### src/rtl/gfx_defs_pkg.sv
// Shared graphics definitions: linear pixel coordinate type and system-wide
// mask RAM parameters.
package gfx_defs_pkg;

  localparam int GFX_LINEAR_RES      = 64;
  localparam int GFX_MASK_RD_LATENCY = 1;

  typedef logic [$clog2(GFX_LINEAR_RES)-1:0] linear_coord;

endpackage

### src/rtl/gfx_mask_arbiter_pkg.sv
// Local types for the mask arbiter: which of ROP/read won the last contested grant.
package gfx_mask_arbiter_pkg;

  typedef enum logic {
    GNT_ROP = 1'b0,
    GNT_RD  = 1'b1
  } grant_e;

endpackage

### src/rtl/gfx_mask_rd_pipe.sv
// Read-valid delay line and registered return data for the mask RAM read path.
module gfx_mask_rd_pipe #(
  parameter int DEPTH = 2
) (
  input  logic clk,
  input  logic rst_n,
  input  logic issue,
  input  logic rdata,
  output logic in_flight,
  output logic resp_valid,
  output logic resp_data
);

  logic [DEPTH-1:0] stages;

  always_ff @(posedge clk or negedge rst_n) begin
    if (!rst_n) begin
      stages     <= '0;
      resp_valid <= 1'b0;
    end else begin
      stages     <= {stages[DEPTH-2:0], issue};
      resp_valid <= stages[DEPTH-1];
    end
  end

  // Captured every cycle; only meaningful alongside resp_valid.
  always_ff @(posedge clk) begin
    resp_data <= rdata;
  end

  assign in_flight = |stages;

endmodule

### src/rtl/gfx_mask_arbiter.sv
// Single-port mask RAM arbiter: clear has absolute priority, ROP and fragment
// reads share the remaining slots round-robin; RAM request is registered.
module gfx_mask_arbiter
  import gfx_defs_pkg::*;
  import gfx_mask_arbiter_pkg::*;
#(
  parameter int RD_LATENCY = GFX_MASK_RD_LATENCY
) (
  input  logic        clk,
  input  logic        rst_n,
  input  logic        clr_valid,
  output logic        clr_ready,
  input  linear_coord clr_addr,
  input  logic        clr_data,
  input  logic        rop_valid,
  output logic        rop_ready,
  input  linear_coord rop_addr,
  input  logic        rop_data,
  input  logic        rd_valid,
  output logic        rd_ready,
  input  linear_coord rd_addr,
  output logic        rd_resp_valid,
  output logic        rd_resp_data,
  output linear_coord mem_addr,
  output logic        mem_we,
  output logic        mem_wdata,
  input  logic        mem_rdata,
  output logic        busy
);

  grant_e last_grant;
  grant_e last_grant_next;
  logic   clr_xfer;
  logic   rop_xfer;
  logic   rd_xfer;
  logic   rd_in_flight;

  always_ff @(posedge clk or negedge rst_n) begin
    if (!rst_n) begin
      last_grant <= GNT_RD;
    end else begin
      last_grant <= last_grant_next;
    end
  end

  always_comb begin
    last_grant_next = last_grant;
    if (rop_xfer) begin
      last_grant_next = GNT_ROP;
    end else if (rd_xfer) begin
      last_grant_next = GNT_RD;
    end
  end

  always_comb begin
    clr_ready = clr_valid;
    rop_ready = !clr_valid && rop_valid && (!rd_valid || last_grant == GNT_RD);
    rd_ready  = !clr_valid && rd_valid && (!rop_valid || last_grant == GNT_ROP);
  end

  assign clr_xfer = clr_valid && clr_ready;
  assign rop_xfer = rop_valid && rop_ready;
  assign rd_xfer  = rd_valid && rd_ready;

  always_ff @(posedge clk or negedge rst_n) begin
    if (!rst_n) begin
      mem_we <= 1'b0;
    end else begin
      mem_we <= clr_xfer || rop_xfer;
    end
  end

  // Address/data carry no reset; mem_we alone qualifies a write.
  always_ff @(posedge clk) begin
    if (clr_xfer) begin
      mem_addr  <= clr_addr;
      mem_wdata <= clr_data;
    end else if (rop_xfer) begin
      mem_addr  <= rop_addr;
      mem_wdata <= rop_data;
    end else begin
      mem_addr  <= rd_addr;
      mem_wdata <= 1'b0;
    end
  end

  gfx_mask_rd_pipe #(
    .DEPTH(RD_LATENCY + 1)
  ) u_rd_pipe (
    .clk        (clk),
    .rst_n      (rst_n),
    .issue      (rd_xfer),
    .rdata      (mem_rdata),
    .in_flight  (rd_in_flight),
    .resp_valid (rd_resp_valid),
    .resp_data  (rd_resp_data)
  );

  assign busy = clr_valid || rop_valid || rd_valid || rd_in_flight;

endmodule

### config.mk
export PLATFORM = sky130hd
export DESIGN_NAME = gfx_mask_arbiter
export DESIGN_NICKNAME = d
export VERILOG_FILES = /design/src/rtl/gfx_defs_pkg.sv /design/src/rtl/gfx_mask_arbiter_pkg.sv /design/src/rtl/gfx_mask_rd_pipe.sv /design/src/rtl/gfx_mask_arbiter.sv
export SDC_FILE = /design/constraint.sdc
export NUM_CORES = 1
export LEC_CHECK = 0
export ABC_CLOCK_PERIOD_IN_PS = 2150
export BUFFER_PORTS_ARGS = -buffer_cell sky130_fd_sc_hd__buf_2
export CORE_AREA = 2 2 39 41
export CTS_BUF_LIST = sky130_fd_sc_hd__clkbuf_16
export DETAILED_ROUTE_END_ITERATION = 10
export DIE_AREA = 0 0 41 43
export PLACE_DENSITY_LB_ADDON = 0.1
export SYNTH_ARGS = -nofsm -noshare
export SYNTH_HDL_FRONTEND = slang
export SYNTH_HIERARCHICAL = 1
export SYNTH_SLANG_ARGS = --single-unit
### constraint.sdc
create_clock -name clk -period 2.15 [get_ports clk]
set_input_delay 0.43 -clock clk [delete_from_list [all_inputs] [get_ports clk]]
set_output_delay 0.43 -clock clk [all_outputs]
set_load 0.005 [all_outputs]
# Word level (Yosys, flattened, before mapping)
# Cells that the tools add are included.
# op_classes
mux	6
bitwise	1
n_reduce_logical	17
# op_table
op	n
two-way mux 6 bit	2
logical AND 1 bit	6
logical OR 1 bit	6
two-way mux 1 bit	4
logical NOT 1 bit	3
nonzero test 2 bit	1
OR reduction 2 bit	1
inverter 1 bit	1
# word_totals
regBits	13
in_bits	26
elab_cells	31

# Logic depth before layout (Yosys ltp)
# Gate-level depths: netlist of run 1.
# logic_depth
word_depth	6
mapped_depth	3

# Modules after synthesis
# Netlist of run 1, hierarchy kept.
# by_module_without_submodules
mod	instances	cells_each	area_each_um2
gfx_mask_arbiter	1	35	396.6
gfx_mask_rd_pipe	1	5	101.3

# Least setup slack after synthesis of run 1
# OpenSTA, ideal clock, no wires.
# synth_path
path_type	in2out
start	input clr_valid
end	output busy
t_arrival_ns	1.065
required_time_ns	1.720
slack_ns	0.655
stages	2
path_buffers	1
path_cell_list	clkbuf_2 or4_4
# synth_between
elab_chain_cells	3
# synth_lines
element	line_no	text
start, declared	gfx_mask_arbiter.sv:11	input logic clr_valid,
logical OR 1 bit (3 in a row)	gfx_mask_arbiter.sv:99	assign busy = clr_valid || rop_valid || rd_valid || rd_in_flight;
end, declared	gfx_mask_arbiter.sv:28	output logic busy
# Every way passes these cells.

# Worst setup path after layout of run 1
# layout_path
start	register u_rd_pipe.stages[1]
end	output busy
# layout_between
elab_chain_cells	2
# layout_lines
element	line_no	text
start, declared	gfx_mask_rd_pipe.sv:14	logic [DEPTH-1:0] stages;
start signal, assigned	gfx_mask_rd_pipe.sv:21	stages <= {stages[DEPTH-2:0], issue};
OR reduction 2 bit	gfx_mask_rd_pipe.sv:31	assign in_flight = |stages;
via rd_in_flight	gfx_mask_arbiter.sv:36	logic rd_in_flight;
logical OR 1 bit	gfx_mask_arbiter.sv:99	
# The timed path passes the listed nets, and every way through them passes these cells.

==> results of run 1 <==
==> layout make-up <==
type	count	area, sq um	share of cell area
Tap cell	16	20.0	0.0257
Timing Repair Buffer	39	195	0.250
Clock inverter	1	3.75	0.00482
Multi-Input combinational cell	23	191	0.246
Inverter	2	7.51	0.00963
Clock buffer	3	75.1	0.0963
Sequential cell	13	287	0.368
==> layer usage <==
layer / vias to the layer above / routed length (um) / track usage
met5: - / 0 / 0
met3: 0 / 86 / 0.0314
met4: 0 / 0 / 0.0400
met1: 200 / 464 / 0.185
li1: 231 / - / -
met2: 21 / 535 / 0.222
==> where the power goes <==
group / total [mW] / leakage (nW) / switching [mW] / internal, mW
clock network: 0.333 / 0.0423 / 0.0893 / 0.244
registers: 0.279 / 0.128 / 0.00898 / 0.270
logic: 0.0933 / 0.231 / 0.0404 / 0.0530
==> synth_stat cells <==
master / instances / share of area
or4_4: 1 / 0.023
dfstp_2: 1 / 0.053
dfrtp_1: 4 / 0.20
a21oi_1: 2 / 0.020
o21ai_0: 2 / 0.020
dfxtp_1: 8 / 0.32
nor2b_2: 1 / 0.018
clkbuf_2: 1 / 0.010
a22o_1: 1 / 0.018
nor3_4: 1 / 0.033
inv_2: 1 / 0.0075
inv_1: 1 / 0.0075
o21ba_4: 1 / 0.033
buf_4: 1 / 0.015
nand2b_1: 1 / 0.013
a221o_1: 6 / 0.12
and2_1: 6 / 0.075
or2_1: 1 / 0.013
==> per-stage QoR <==
step	cell area (sq um)	utilization
4_1_cts	779	0.563
3_3_place_gp	701	0.506
3_5_place_dp	701	0.506
5_1_grt	779	0.563
6_report	779	0.563
2_1_floorplan	498	-
==> flip-flops by register name (all words and copies together) (netlist names) <==
register / cells
u_rd_pipe/stages: 2
u_rd_pipe/resp_valid: 1
u_rd_pipe/resp_data: 1
mem_addr: 6
mem_we: 1
mem_wdata: 1
last_grant: 1
==> worst min path at each step <==
stage	to	slack (ps)	cells past startpoint	from
2_1_floorplan	mem_we	130	0	rst_n
3_3_place_gp	u_rd_pipe/stages[0]	250	1	rst_n
3_5_place_dp	u_rd_pipe/stages[0]	250	1	rst_n
4_1_cts	u_rd_pipe/stages[1]	0.6	1	rst_n
5_1_grt	u_rd_pipe/stages[1]	5	1	rst_n
6_report	u_rd_pipe/stages[1]	-0.8	1	rst_n
==> cell families (layout without fill, tap and decap cells) <==
group,Yosys count,after routing
flip-flops,13,13
AND/OR/NAND/NOR,11,11
buffers and inverters,4,45
AO/OA/AOI/OAI,12,12
==> worst max-delay path, stage by stage (launching register included) <==
cell and delay (ps):
dfrtp_1 360, or2_1 230, or4_4 400, buf_2 140
==> cells in the final DEF (no fill, tap or decap) <==
master	n
dfxtp_1	8
or4_4	1
dfstp_2	1
o21ai_0	2
a22o_1	1
nor3_4	1
and2_1	6
o21ba_4	1
nand2b_1	1
dfrtp_1	4
clkbuf_16	3
or2_1	1
inv_2	1
nor2b_2	1
a221o_1	6
inv_1	2
buf_2	39
a21oi_1	2
==> impl_metrics.sql, run 1 <==
INSERT INTO impl_metrics (metric_group, metric, value, unit) VALUES
('critical_path', 'ff2ff_path_depth', '3', ''),
('outcome', 'outcome', 'finished with violations', ''),
('clock_tree', 'post_cts.resized_instances', '0', ''),
('route', 'route.detailed.drc', '0', ''),
('yosys', 'syn-instance-count', '40', ''),
('final_layout', 'final_nets', '108', ''),
('clock_tree', 'cts.clk_slew.worst_paths', '40', 'ps'),
('clock_tree', 'post_cts.repair.setup_buffers', '0', ''),
('critical_path', 'worst_ep_required_time', '1720', 'ps'),
('clock_tree', 'cts_tree', 'built', ''),
('route', 'final_antenna_net_count', '0', ''),
('timing', 'achievable-frequency', '558', 'MHz'),
('timing', 'grt_setup_unrepaired', 'no', ''),
('timing', 'fin_crit', '1790', 'ps'),
('floorplan', 'die_width', '41', 'um'),
('yosys', 'synth_top_family_by_area', 'compound AO/OA/AOI/OAI gates', ''),
('power', 'p_leak', '0.401', 'nW'),
('route', 'post_dr_vias_cell', '4.66', ''),
('critical_path', 'r2r_slack', '880', 'ps'),
('floorplan', 'boundaryPins', '40', ''),
('floorplan', 'core_area', '1380', 'sq um'),
('global_route', 'maximum_number_of_pins_on_one_net_before_global_route_repair', '14', ''),
('clock_tree', 'numCtsBuffers', '3', ''),
('floorplan', 'std_cell_rows', '14', ''),
('final_layout', 'stdcell_count', '97', ''),
('critical_path', 'timing_worst_setup_path_type', 'reg -> out', ''),
('clock_tree', 'ctsHtreeMaxLevel', '1', ''),
('yosys', 'synthSimpleGateAreaFrac', '0.173', ''),
('route', 'drt-total-wl', '1090', 'um'),
('timing', 'pin_slew_with_the_least_headroom_to_its_limit', '351', 'ps'),
('route', 'avgRoutedWirePerCell', '11.2', 'um'),
('yosys', 'yosys.area_share.adder', '0', ''),
('timing', 'holdWs', '-0.785', 'ps'),
('timing', 'setup_tns', '0', 'ps'),
('critical_path', 'regToRegEndpoint', 'mem_addr[1]', ''),
('yosys', 'postSynthNetCount', '66', ''),
('critical_path', 'worstPathArrival', '1360', 'ps'),
('placement', 'buffer_ports.inserted', '39', ''),
('clock_tree', 'clock_latency', '230', 'ps'),
('global_route', 'number_of_antenna_violations_at_the_first_check_in_global_routing', '0', ''),
('global_route', 'first_global_vias', '432', ''),
('timing', 'setup-violations-final', '0', ''),
('timing', 'max-slew-margin-rel', '0.765', ''),
('critical_path', 'crit_fanout', '2', ''),
('floorplan', 'die_height', '43', 'um'),
('timing', 'fin_ws', '357', 'ps'),
('final_layout', 'layout-drive-gt1-share', '0.593', ''),
('route', 'via_count', '452', ''),
('yosys', 'post_synth_mux_area_share', '0', ''),
('yosys', 'synth_area_in_compound_gates', '0.211', ''),
('power', 'vdd_drop_max', '0.479', 'mV'),
('placement', 'place_inst', '93', ''),
('placement', 'gp_routability_congestion', '0.734', ''),
('worst_hold_path', 'min_path_type', 'in -> async', ''),
('power', 'powerDensity', '905', 'nW/um^2'),
('outcome', 'violations', 'hold timing', ''),
('yosys', 'netlist_area', '498', 'sq um'),
('final_layout', 'filler_cell_count', '134', ''),
('clock_tree', 'clock_root_buffer_master', 'clkbuf_16', ''),
('global_route', 'grt.overflow.total', '0', ''),
('yosys', 'xor_xnor_fraction_of_synth_area', '0', ''),
('power', 'p_total', '0.705', 'mW'),
('critical_path', 'r2r_start', 'last_grant', ''),
('yosys', 'synth.distinct_cells', '18', ''),
('timing', 'final-hold-violation-count', '4', ''),
('placement', 'detailedPlacementHpwl', '881', 'um'),
('global_route', 'globalRouteTotalUtil', '0.141', ''),
('clock_tree', 'postCtsHoldBufs', '0', ''),
('final_layout', 'n_antenna_cell', '0', ''),
('yosys', 'total_number_of_yosys_warnings', '6', ''),
('flow_run', 'maxCapViolCount', '0', '');
No activity file was read; power rests on OpenSTA's default activity.
==> inputs of run 2 (changes only) <==
- ABC_AREA: default -> 1
- ABC_CLOCK_PERIOD_IN_PS: 2150 -> 1900
- CORE_AREA: 2 2 39 41 -> default
- CORE_MARGIN: default -> 2
- CORE_UTILIZATION: default -> 38
- DIE_AREA: 0 0 41 43 -> default
- clock period: 2.15 -> 1.9 ns (I/O delays scaled with it)
==> run 2 against run 1 <==
  * The run now ends clean
  * Clock power up 16%
  * Hold slack better by 240 ps
  * Die area up 3.7%
  * Sequential power up 10%
  * Count of clock-buffer cells in the layout unchanged
  * Utilization up 7.0 points
  * Total power up 15%
  * Non-clock buffer count up 1
  * Clock skew up 2.1 ps
  * Sequential share of layout area down 3.2 points
  * Design area up 9.6%
  * Critical path depth up 2
==> impl_metrics.sql, run 2 <==
INSERT INTO impl_metrics (metric_group, metric, value, unit) VALUES
('outcome', 'outcome', 'completed', ''),
('global_route', 'grt_pass1_wl', '2190', 'um'),
('timing', 'max-slew-margin-rel', '0.836', ''),
('worst_hold_path', 'min_to', 'u_rd_pipe/resp_data', ''),
('final_layout', 'mostFrequentLayoutCells', 'buf_2 (39), nand2_1 (22), nand3_1 (14)', ''),
('critical_path', 'worst_ep_required_time', '1520', 'ps'),
('placement', 'dp_worst_setup_slack', '446', 'ps'),
('clock_tree', 'clock_root_buffer_master', 'clkbuf_16', ''),
('final_layout', 'n_antenna_cell', '0', ''),
('clock_tree', 'clockBufferDepth', '2', ''),
('yosys', 'postSynthNetCount', '98', ''),
('global_route', 'number_of_antenna_violations_at_the_first_check_in_global_routing', '0', ''),
('timing', 'count_of_final_max_slew_check_failures', '0', ''),
('timing', 'clock_skew', '3.49', 'ps'),
('route', 'final_antenna_net_count', '0', ''),
('floorplan', 'die_height', '42.8', 'um'),
('critical_path', 'worstPathArrival', '1240', 'ps'),
('floorplan', 'boundaryPins', '40', ''),
('critical_path', 'crit_fanout', '8', ''),
('flow_run', 'maxCapViolCount', '0', ''),
('global_route', 'globalRouteTotalUtil', '0.157', ''),
('placement', 'buffer_ports.inserted', '39', ''),
('route', 'drt_iter0_markers', '24', ''),
('route', 'drt_first_pass_iters', '4', ''),
('critical_path', 'r2r_start', 'last_grant', ''),
('critical_path', 'critical_path_buf_inv_count', '3', ''),
('clock_tree', 'post_cts.resized_instances', '0', ''),
('final_layout', 'synthToLayoutAreaGrowth', '49.8', '%'),
('timing', 'finalCritPeriodShare', '0.855', ''),
('floorplan', 'std_cell_rows', '13', ''),
('yosys', 'synth_area_leaders', 'dfxtp_1 (28%), dfrtp_1 (18%), nand2_1 (14%)', ''),
('route', 'via_count', '589', ''),
('power', 'p_leak', '0.526', 'nW'),
('placement', 'placedInstanceArea', '766', 'sq um'),
('floorplan', 'die_width', '42.8', 'um'),
('yosys', 'synth_edf_count', '0', ''),
('yosys', 'total_number_of_yosys_warnings', '6', ''),
('final_layout', 'filler_cell_count', '114', ''),
('critical_path', 'r2r_slack', '810', 'ps'),
('route', 'avgRoutedWirePerCell', '10.5', 'um'),
('clock_tree', 'numCtsBuffers', '3', ''),
('timing', 'setup_tns', '0', 'ps'),
('critical_path', 'critPathTopFamily', 'flip-flops', ''),
('timing', 'holdWs', '244', 'ps'),
('timing', 'achievable-frequency', '616', 'MHz'),
('worst_hold_path', 'holdPathStages', '1', ''),
('yosys', 'ys_seq_area_frac', '0.502', ''),
('timing', 'grt_setup_unrepaired', 'no', ''),
('floorplan', 'dieArea', '1830', 'sq um'),
('final_layout', 'finalInstanceArea', '855', 'sq um'),
('yosys', 'async_reset_ff_frac', '0.385', ''),
('yosys', 'syn_area_per_cell', '7.92', 'sq um'),
('placement', 'gp_routability_congestion', '0.752', ''),
('yosys', 'synth.distinct_cells', '15', ''),
('floorplan', 'core_area', '1350', 'sq um'),
('global_route', 'maximum_number_of_pins_on_one_net_before_global_route_repair', '11', ''),
('yosys', 'ys_dominant_reg_cell', 'dfxtp_1', ''),
('yosys', 'synth.top_cell.area_share', '0.281', ''),
('critical_path', 'slowest_delay', '520', 'ps'),
('placement', 'detailedPlacementHpwl', '1060', 'um'),
('critical_path', 'regToRegEndpoint', 'mem_addr[4]', ''),
('clock_tree', 'post_cts.repair.setup_buffers', '0', ''),
('clock_tree', 'cts.sinks', '13', ''),
('global_route', 'grt.overflow.total', '0', ''),
('timing', 'setup-violations-final', '0', ''),
('final_layout', 'layout_commonest_cell', 'buf_2', ''),
('final_layout', 'final_nets', '141', ''),
('timing', 'pin_slew_with_the_least_headroom_to_its_limit', '245', 'ps'),
('clock_tree', 'cts_tree', 'built', ''),
('critical_path', 'cp_slowest_cell', 'dfstp_2', ''),
('yosys', 'commonest_cells_in_the_netlist', 'nand2_1 (22), nand3_1 (14), inv_1 (12)', ''),
('yosys', 'syn-instance-count', '72', ''),
('global_route', 'first_global_vias', '524', ''),
('timing', 'fin_ws', '276', 'ps'),
('timing', 'final-hold-violation-count', '0', ''),
('yosys', 'netlist_area', '571', 'sq um'),
('route', 'drt-total-wl', '1350', 'um'),
('critical_path', 'path_cells', 'inv_1 > nand2_2 > nand2_4 > clkinv_2 > buf_2', ''),
('final_layout', 'reg_top3', 'mem_addr x6, u_rd_pipe/stages x2', ''),
('critical_path', 'start_kind', 'flip-flop', ''),
('floorplan', 'start_util', '0.423', ''),
('final_layout', 'largest_reg_flops', '6', ''),
('timing', 'fin_crit', '1620', 'ps'),
('critical_path', 'timing_worst_setup_path_type', 'reg -> out', ''),
('clock_tree', 'ctsHtreeMaxLevel', '1', ''),
('power', 'vdd_drop_max', '0.440', 'mV'),
('yosys', 'yosys_register_bits', '13', ''),
('worst_hold_path', 'min_path_type', 'in -> reg', ''),
('route', 'route.detailed.drc', '0', ''),
('final_layout', 'registers.top_by_ff_count', 'mem_addr', ''),
('worst_hold_path', 'min-delay-start', 'mem_rdata', ''),
('yosys', 'library_cell_with_the_highest_instance_count_after_synthesis', 'nand2_1', ''),
('critical_path', 'ff2ff_path_depth', '5', ''),
('clock_tree', 'cts.clk_slew.worst_paths', '40', 'ps'),
('power', 'powerDensity', '949', 'nW/um^2'),
('yosys', 'yosys.area.top_type', 'dfxtp_1', ''),
('route', 'post_dr_vias_cell', '4.57', ''),
('clock_tree', 'clock_latency', '240', 'ps'),
('final_layout', 'layout-drive-gt1-share', '0.439', ''),
('critical_path', 'setup.worst_path.end_class', 'output port', '');
-- run 2: changes by cell type after synthesis, moves of 2 or more --
cell	change
nand2_1	+22
nand3_1	+14
inv_1	+11
a221o_1	-6
and2_1	-6
nand2_2	+3
a21oi_1	-2
-- run 2: final cells by class --
type	instances	area, sq um	area share
repair buffers	40	205	0.240
inverters	14	53.8	0.0630
clock buffers	3	75.1	0.0878
flip-flops and latches	13	287	0.335
well taps	15	18.8	0.0220
multi-input cells	43	211	0.247
clock inverters	1	3.75	0.00439
-- run 2: through the flow --
stage / utilization / instances / power, mW
after floorplan: - / 72 / 0.373
after global placement: 0.567 / 124 / 0.426
after detailed placement: 0.567 / 124 / 0.428
after CTS: 0.633 / 129 / 0.820
after global routing: 0.633 / 129 / 0.848
final: 0.633 / 129 / 0.811
-- run 2: power by group --
part / internal, mW / leakage [nW] / switching (mW) / total [mW]
registers: 0.302 / 0.129 / 0.00624 / 0.308
logic: 0.0541 / 0.355 / 0.0620 / 0.116
clock network: 0.277 / 0.0423 / 0.110 / 0.386
-- run 2: metal layers --
metal | share of wire | routed length (um) | track usage | vias to the layer above
li1 | - | - | - | 305
met1 | 0.42 | 573 | 0.193 | 247
met2 | 0.48 | 651 | 0.258 | 37
met3 | 0.094 | 127 | 0.0213 | 0
met4 | 0 | 0 | 0.0938 | 0
met5 | 0 | 0 | 0 | -
-- run 2: repair_timing --
action / 4_1_cts / 5_1_grt
hold buffers: 1 / 0
hold endpoints to repair: 4 / 0
setup endpoints to repair: 0 / 0
-- run 2: worst max path at each step --
stage                endpoint  depth (start not counted)  slack [ps]       start
floorplan           rop_ready                          4         700  last_grant
global placement     rd_ready                          5         500   clr_valid
detailed placement   rd_ready                          5         450   clr_valid
CTS                 rop_ready                          5         280  last_grant
global route        rop_ready                          5         220  last_grant
finish              rop_ready                          5         280  last_grant
-- run 2: kinds of logic (layout without fill, tap and decap cells) --
group | Yosys count | after routing | share of synthesized area
and+or+nand+nor | 42 | 42 | 0.362
buffers and inverters | 16 | 58 | 0.127
DFF | 13 | 13 | 0.502
AOI/OAI and AO/OA | 1 | 1 | 0.00876
